File: config.mk
export PLATFORM = sky130hd
export DESIGN_NAME = imem_boot_loader
export DESIGN_NICKNAME = d
export VERILOG_FILES = /design/src/rtl/imem_boot_loader.sv
export SDC_FILE = /design/constraint.sdc
export NUM_CORES = 1
export LEC_CHECK = 0
export CAP_MARGIN = 20
export CORE_AREA = 4 4 173 91
export CTS_BUF_LIST = sky130_fd_sc_hd__clkbuf_4
export CTS_CLUSTER_DIAMETER = 120
export DETAILED_ROUTE_END_ITERATION = 7
export DIE_AREA = 0 0 177 95
export GPL_TIMING_DRIVEN = 1
export PLACE_DENSITY = 0.67
export SYNTH_ARGS = -nofsm -noshare
export SYNTH_HDL_FRONTEND = slang
export SYNTH_SLANG_ARGS = --single-unit
File: constraint.sdc
create_clock -name clk -period 5.95 [get_ports clk]
set_input_delay 1.19 -clock clk [delete_from_list [all_inputs] [get_ports clk]]
set_output_delay 1.19 -clock clk [all_outputs]
set_load 0.005 [all_outputs]
File: src/rtl/imem_boot_loader.sv
// Boot loader: receives a byte stream (16-bit word count, then little-endian
// 32-bit words), writes each word into instruction memory and releases the
// core from reset once the whole image is written. Images larger than the
// instruction memory are rejected and the core stays in reset.
//
// state    | meaning
// ---------+-----------------------------------------------------------
// HDR_LO   | waiting for low byte of word count N
// HDR_HI   | waiting for high byte of N; decides DONE / ERR / DATA
// DATA     | collecting the four bytes of the next word
// WRITE    | one-cycle memory write strobe; no byte accepted
// DONE     | image loaded, core released (terminal until reset)
// ERR      | image too large, core held in reset (terminal until reset)
module imem_boot_loader #(
    parameter int ADDR_WIDTH = 10
) (
    input  logic                  clk,
    input  logic                  rst,
    input  logic                  in_valid,
    input  logic [7:0]            in_data,
    output logic                  in_ready,
    output logic                  imem_we,
    output logic [ADDR_WIDTH-1:0] imem_addr,
    output logic [31:0]           imem_wdata,
    output logic                  core_rst,
    output logic                  load_done,
    output logic                  load_err,
    output logic [ADDR_WIDTH:0]   word_count
);

    typedef enum logic [2:0] {
        S_HDR_LO,
        S_HDR_HI,
        S_DATA,
        S_WRITE,
        S_DONE,
        S_ERR
    } state_t;

    // Capacity in words, widened so N = 2^16-1 compares correctly.
    localparam logic [16:0] CAPACITY = 17'd1 << ADDR_WIDTH;

    state_t                state_q, state_d;
    logic                  in_ready_q, in_ready_d;
    logic                  imem_we_q, imem_we_d;
    logic [ADDR_WIDTH-1:0] imem_addr_q, imem_addr_d;
    logic [31:0]           imem_wdata_q, imem_wdata_d;
    logic                  core_rst_q, core_rst_d;
    logic                  load_done_q, load_done_d;
    logic                  load_err_q, load_err_d;
    logic [ADDR_WIDTH:0]   word_count_q, word_count_d;
    logic [1:0]            idx_q, idx_d;
    logic [15:0]           n_q, n_d;
    logic [31:0]           word_q, word_d;
    logic [15:0]           n_full;
    logic                  xfer;

    // Next-state and next-output computation; outputs follow the next state.
    always_comb begin
        state_d      = state_q;
        imem_we_d    = 1'b0;
        imem_addr_d  = imem_addr_q;
        imem_wdata_d = imem_wdata_q;
        word_count_d = word_count_q;
        idx_d        = idx_q;
        n_d          = n_q;
        word_d       = word_q;
        n_full       = {in_data, n_q[7:0]};
        xfer         = in_valid && in_ready_q;

        case (state_q)
            S_HDR_LO: begin
                if (xfer) begin
                    n_d[7:0] = in_data;
                    state_d  = S_HDR_HI;
                end
            end
            S_HDR_HI: begin
                if (xfer) begin
                    n_d[15:8] = in_data;
                    if (n_full == 16'd0) begin
                        state_d = S_DONE;
                    end else if ({1'b0, n_full} > CAPACITY) begin
                        state_d = S_ERR;
                    end else begin
                        state_d = S_DATA;
                    end
                end
            end
            S_DATA: begin
                if (xfer) begin
                    word_d[{idx_q, 3'b000} +: 8] = in_data;
                    idx_d = idx_q + 2'd1;
                    if (idx_q == 2'd3) begin
                        state_d      = S_WRITE;
                        imem_we_d    = 1'b1;
                        imem_addr_d  = word_count_q[ADDR_WIDTH-1:0];
                        imem_wdata_d = word_d;
                    end
                end
            end
            S_WRITE: begin
                word_count_d = word_count_q + 1'b1;
                if (17'(word_count_d) == {1'b0, n_q}) begin
                    state_d = S_DONE;
                end else begin
                    state_d = S_DATA;
                end
            end
            S_DONE:  state_d = S_DONE;
            S_ERR:   state_d = S_ERR;
            default: state_d = S_HDR_LO;
        endcase

        in_ready_d  = (state_d == S_HDR_LO) || (state_d == S_HDR_HI) || (state_d == S_DATA);
        core_rst_d  = (state_d == S_DONE);
        load_done_d = (state_d == S_DONE);
        load_err_d  = (state_d == S_ERR);
    end

    // State and registered outputs; reset drops core_rst immediately.
    always_ff @(posedge clk or negedge rst) begin
        if (!rst) begin
            state_q      <= S_HDR_LO;
            in_ready_q   <= 1'b1;
            imem_we_q    <= 1'b0;
            imem_addr_q  <= '0;
            imem_wdata_q <= '0;
            core_rst_q   <= 1'b0;
            load_done_q  <= 1'b0;
            load_err_q   <= 1'b0;
            word_count_q <= '0;
            idx_q        <= '0;
            n_q          <= '0;
            word_q       <= '0;
        end else begin
            state_q      <= state_d;
            in_ready_q   <= in_ready_d;
            imem_we_q    <= imem_we_d;
            imem_addr_q  <= imem_addr_d;
            imem_wdata_q <= imem_wdata_d;
            core_rst_q   <= core_rst_d;
            load_done_q  <= load_done_d;
            load_err_q   <= load_err_d;
            word_count_q <= word_count_d;
            idx_q        <= idx_d;
            n_q          <= n_d;
            word_q       <= word_d;
        end
    end

    assign in_ready   = in_ready_q;
    assign imem_we    = imem_we_q;
    assign imem_addr  = imem_addr_q;
    assign imem_wdata = imem_wdata_q;
    assign core_rst   = core_rst_q;
    assign load_done  = load_done_q;
    assign load_err   = load_err_q;
    assign word_count = word_count_q;

endmodule

Word-level counts from Yosys, hierarchy flattened --
Index checks and enable logic that the tools add are counted.
Word-level totals: word-level logic and storage cells 51, register bits after elaboration 110, bits in writable memories 0, output and inout bits 58, memories 0, bits in read-only memories 0, bits of input ports 11, latch bits 0
Operators by class: $add $sub $neg 3, reductions and logical operators 10, bitwise gates (word level) 0, equal/unequal tests 11, divide/modulo/power cells 0, $lt $le $gt $ge 1, $mul 0, mux-type cells 12, shifts and indexed selects 2
Operators with widths (number):
- $bwmux 32 | 1
- $shift 8x7->32 const A | 1
- $shiftx 8x7->32 | 1
- $mux 3 | 7
- $pmux 3 s6 | 1
- $eq 11x16->1 | 1
- $gt 16x11->1 const B | 1
- $logic_not 16->1 | 1
- $eq 3x3->1 const B | 4
- $add 11x1->11 const B | 1
- $eq 3x2->1 const B | 3
- $neg 5->7 | 1
- $eq 3x1->1 const B | 2
- $logic_not 3->1 | 2
- $reduce_and 2->1 | 3
- $mux 1 | 3
- $reduce_and 3->1 | 1
- $add 2x1->2 const B | 1
- $eq 2x2->1 const B | 1
- $logic_or 1x1->1 | 2
- $logic_and 1x1->1 | 1

Logic depth before layout (Yosys ltp) --
depth after elaboration 8, mapped depth 7, depth with buffers taken out 7

Worst setup path before layout --
No wires, ideal clock.
path kind input to register, from input in_data[6], to register in_ready_q, in the netlist in_ready, required time 5.888 ns, buffers on the path 0, library setup time 0.062 ns, arrival time 2.489 ns, slack 3.400 ns, stages on the path 6, path through or4_1 nor2_1 nand3_1 a32o_1 a31oi_2 and2_1
On the way: word-level cells in the longest chain between the ends 8, elaborated cells between the ends (all ways) 11, classes of those cells 1 x order compare; 2 x eq/ne; 4 x mux; 4 x reduce/logical
Ends and longest elaborated chain:
- from (decl) | line 20 | input logic [7:0] in_data,
- $gt 16x11->1 | line 83 | end else if ({1'b0, n_full} > CAPACITY) begin
- $mux 3 | line 83
- $mux 3 (*) | line 81 | if (n_full == 16'd0) begin
- $mux 3 (*) | line 79 | if (xfer) begin
- $pmux 3 s6 (*) | line 71 | case (state_q)
- $eq 3x1->1 or $logic_not 3->1 (tied branches) | line 115 | in_ready_d = (state_d == S_HDR_LO) || (state_d == S_HDR_HI) || (state_d == S_DATA);
- $logic_or 1x1->1 | line 115
- $logic_or 1x1->1 (*) | line 115
- via in_ready_d | line 44 | logic in_ready_q, in_ready_d;
- to (signal assigned) | line 138 | in_ready_q <= in_ready_d;
- to (decl) | line 44
The timed path passes the listed nets; every way through them passes the cells marked *. A chain may end at the register's enable or synchronous reset.

Final worst setup path --
from input in_data[4], to register in_ready_q, in the netlist in_ready
Same word-level chain as after synthesis.

==> out/qor.csv <==
stage,metric,value,unit
outcome,status,"finished, final reports clean",
timing,min cycle time layout,3110,ps
place,HPWL after DPL,7.51,mm
route,vias per cell,4.95,
route,Post-route DRC,0,
route,DRT iter0 DRCs,180,
grt,Total GRT Usage,13.7,%
timing,fin. max-slew vios,0,
cells_and_area,antenna cells,0,
grt,largest net degree at the start of global routing,68,
synthesis,Cells after Synth,449,
setup_path,"slowest stage delay, CP",730,ps
route,Vias,3498,
setup_path,CP bufs+invs,1,
floorplanning,row cnt,31,
synthesis,cell taking the most area after synthesis,dfrtp_1,
floorplanning,die boundary width,177,um
setup_path,"Slowest-stage cell, CP",clkdlybuf4s50_1,
pwr,leakage power,2.57,nW
pwr,Power Density,245,mW/mm^2
timing,Tightest Pin Transition,943,ps
synthesis,top-area cell type share of the netlist area,55.4,%
timing,setup TNS,0,ps
cells_and_area,area delta synth->final,20.2,%
route,DR pass1 iterations,4,
min_path,source of the worst hold timing path,imem_wdata[20]$_DFFE_PN0P_,
route,DR WL/cell,15.7,um
synthesis,Yosys Warn Count,0,
place,IO buf count,68,
synthesis,synth unique cells,42,
clocking,Clock transition at path regs,150,ps
clocking,Skew-Pair Late Insertion Delay,450,ps
synthesis,synthesized area,0.00492,mm^2
synthesis,Post-synth EDFFs,0,
setup_path,Critical Path AT,3510,ps
setup_path,critical-path cell list,"clkdlybuf4s50_1, or4_1, nor2_1, nand3_1, a32o_1, a31oi_2, and2_1",
timing,f_max,0.322,GHz
synthesis,syn_nets,467,
floorplanning,# IOs,69,
timing,Clock Skew,12.1,ps
cells_and_area,fin util,41.6,%
cells_and_area,nets,523,
floorplanning,core area,0.0142,mm^2
cells_and_area,post-route cell area,0.00592,mm^2
run,MaxCap Viol Count,0,
setup_path,CP Launch Type,input pin,
setup_path,CP required,6350,ps
min_path,hold crit path type,register to register,
synthesis,"top cells by area, synth","dfrtp_1 55%, mux2_2 5.7%, a22o_1 5.7%",
setup_path,CP max FO,11,
cells_and_area,share of layout cells above drive strength 1,10.8,%
synthesis,"Top FF cell, synth",dfrtp_1,
synthesis,asr flop ratio synth,100,%
clocking,root buf cell,clkbuf_4,
setup_path,worst reg-to-reg setup slack,3320,ps
setup_path,crit path from,in_data[4],
place,Placed Instance Area,0.00576,mm^2
timing,final period utilization,52.3,%
floorplanning,full die area,0.0168,mm^2
setup_path,critical path start-end classification,input pin to register,
route,Antenna Violating Nets Remaining,0,
grt,initial antenna violation count,0,
grt,grt ovf,0,
timing,RSZ-0062 raised after global routing,false,
grt,global-route wire length before repair,18.1,mm
setup_path,reg2reg start,idx_q[0]$_DFFE_PN0P_,
clocking,CTS sink count,110,
clocking,cts repair resizes,0,
clocking,CTS Buf Count,9,
place,routability cong.,0.839,
pwr,Peak VDD IR,0.0000980,V
clocking,hold_buf cts,0,
grt,vias in the first global route,3420,
floorplanning,Initial Utilization,34.6,%
route,final wirelength,11.1,mm
clocking,Clock Path Buffers,2,
floorplanning,Die Y,95,um
clocking,CTS H-tree lvls,3,
setup_path,CP top delay family,simple AND/OR/NAND/NOR gates,
setup_path,CP endpoint kind,register,
synthesis,Synth Register Bits,110,
timing,Final Hold Fails,0,
synthesis,"Avg Cell Area, Syn",11.0,um^2
timing,Rel. slew slack,36.6,%
clocking,"Setup Fix Bufs, Post-CTS",0,
timing,Final setup viols,0,
clocking,CTS tree,built,
synthesis,sequential fraction of the synthesis area,56.0,%
## per-layer routing
metal | routed length, um | global-route usage [%] | up-vias
met2 | 4990 | 21.1 | 57
li1 | - | - | 1687
met3 | 546 | 4.36 | 10
met1 | 5440 | 18.5 | 1744
met5 | 0 | 0 | -
met4 | 132 | 4.05 | 0
## registers in the layout (all words and copies together) (netlist names)
name,cells
n_q,16
load_err,1
in_ready,1
load_done,1
imem_addr,10
imem_we,1
word_count,11
word_q,32
imem_wdata,32
idx_q,2
state_q,3
## final timing paths
path                                                    to  depth (start not counted)
max in group asynchronous               in_ready$_DFF_PN1_                          2
worst min register to register  imem_wdata[20]$_DFFE_PN0P_                          2
worst max register to register       word_q[3]$_DFFE_PN0P_                          6
worst max-delay path                    in_ready$_DFF_PN1_                          7
worst min-delay path            imem_wdata[20]$_DFFE_PN0P_                          2
min in group asynchronous        imem_wdata[6]$_DFFE_PN0P_                          1
## area by class of cell
class                      count  area (um^2)
fill                        1376         8320
sequential                   110         2750
clock inverter                 6         77.6
inverter                       6         22.5
tap                          198          248
multi-input combinational    306         2040
clock buffer                   9         67.6
timing repair buffer          72          708
## per-stage QoR
step | instances | hold slack (ps) | worst slack [ps] | power (mW)
final | 707 | 498 | 2840 | 1.45
after detailed placement | 691 | 471 | 2040 | 1.07
after CTS | 706 | 504 | 2530 | 1.47
after global placement | 691 | 469 | 2120 | 1.06
after global routing | 707 | 524 | 2740 | 1.52
after floorplan | 449 | 458 | 3400 | 0.994
## cells by family (layout without fill, tap and decap cells)
| kind of cell | after synthesis | in the layout | share of synthesized area [%] |
|---|---|---|---|
| xor gates and xnor gates | 24 | 24 | 4.27 |
| adders and majority gates | 7 | 7 | 1.78 |
| AOI/OAI and AO/OA | 115 | 115 | 15.3 |
| and+or+nand+nor | 135 | 135 | 14.2 |
| muxes | 25 | 25 | 5.72 |
| buffers and inverters | 33 | 93 | 2.77 |
| DFF | 110 | 110 | 56.0 |
## cell usage after synthesis, types with 4 or more instances
| library cell | count |
|---|---|
| dfrtp_1 | 109 |
| nand2_1 | 54 |
| o21ai_0 | 36 |
| nor2b_1 | 34 |
| a21oi_1 | 33 |
| a22o_1 | 32 |
| mux2_2 | 25 |
| clkbuf_1 | 20 |
| xnor2_1 | 13 |
| xor2_1 | 11 |
| nor2_1 | 10 |
| and2_1 | 7 |
| ha_1 | 7 |
| nor3_1 | 7 |
| inv_1 | 6 |
| nand4_1 | 6 |
| buf_2 | 4 |
| nand3_1 | 4 |
| nor4_1 | 4 |
## cells in the final DEF, fill, tap and decap left out, types with 2 or more instances in the layout
cell,n
clkinv_1,2
or4_1,3
buf_4,5
nor2b_1,34
nor2_1,10
clkdlybuf4s50_1,67
inv_1,6
nand3_1,4
and2_1,7
nand4_1,6
a22o_1,32
a31o_2,2
bufinv_16,2
xor2_1,11
xnor2_1,13
ha_1,7
nor4_2,2
nand2_1,53
a21oi_1,33
clkinv_2,2
mux2_2,25
nor4_1,3
dfrtp_1,109
o21ai_0,36
nor3_1,7
clkbuf_4,9
## worst min-delay path, cell delays in order, from the launching register on
cell     delay [ps]
dfrtp_1         370
nand2_1          40
o21ai_0          60
## where the power goes
group          switching [mW]  internal, mW
Sequential             0.0507         0.807
Clock                   0.232         0.165
Combinational          0.0930         0.104
Note: power is estimated with default switching activity, not from simulation.
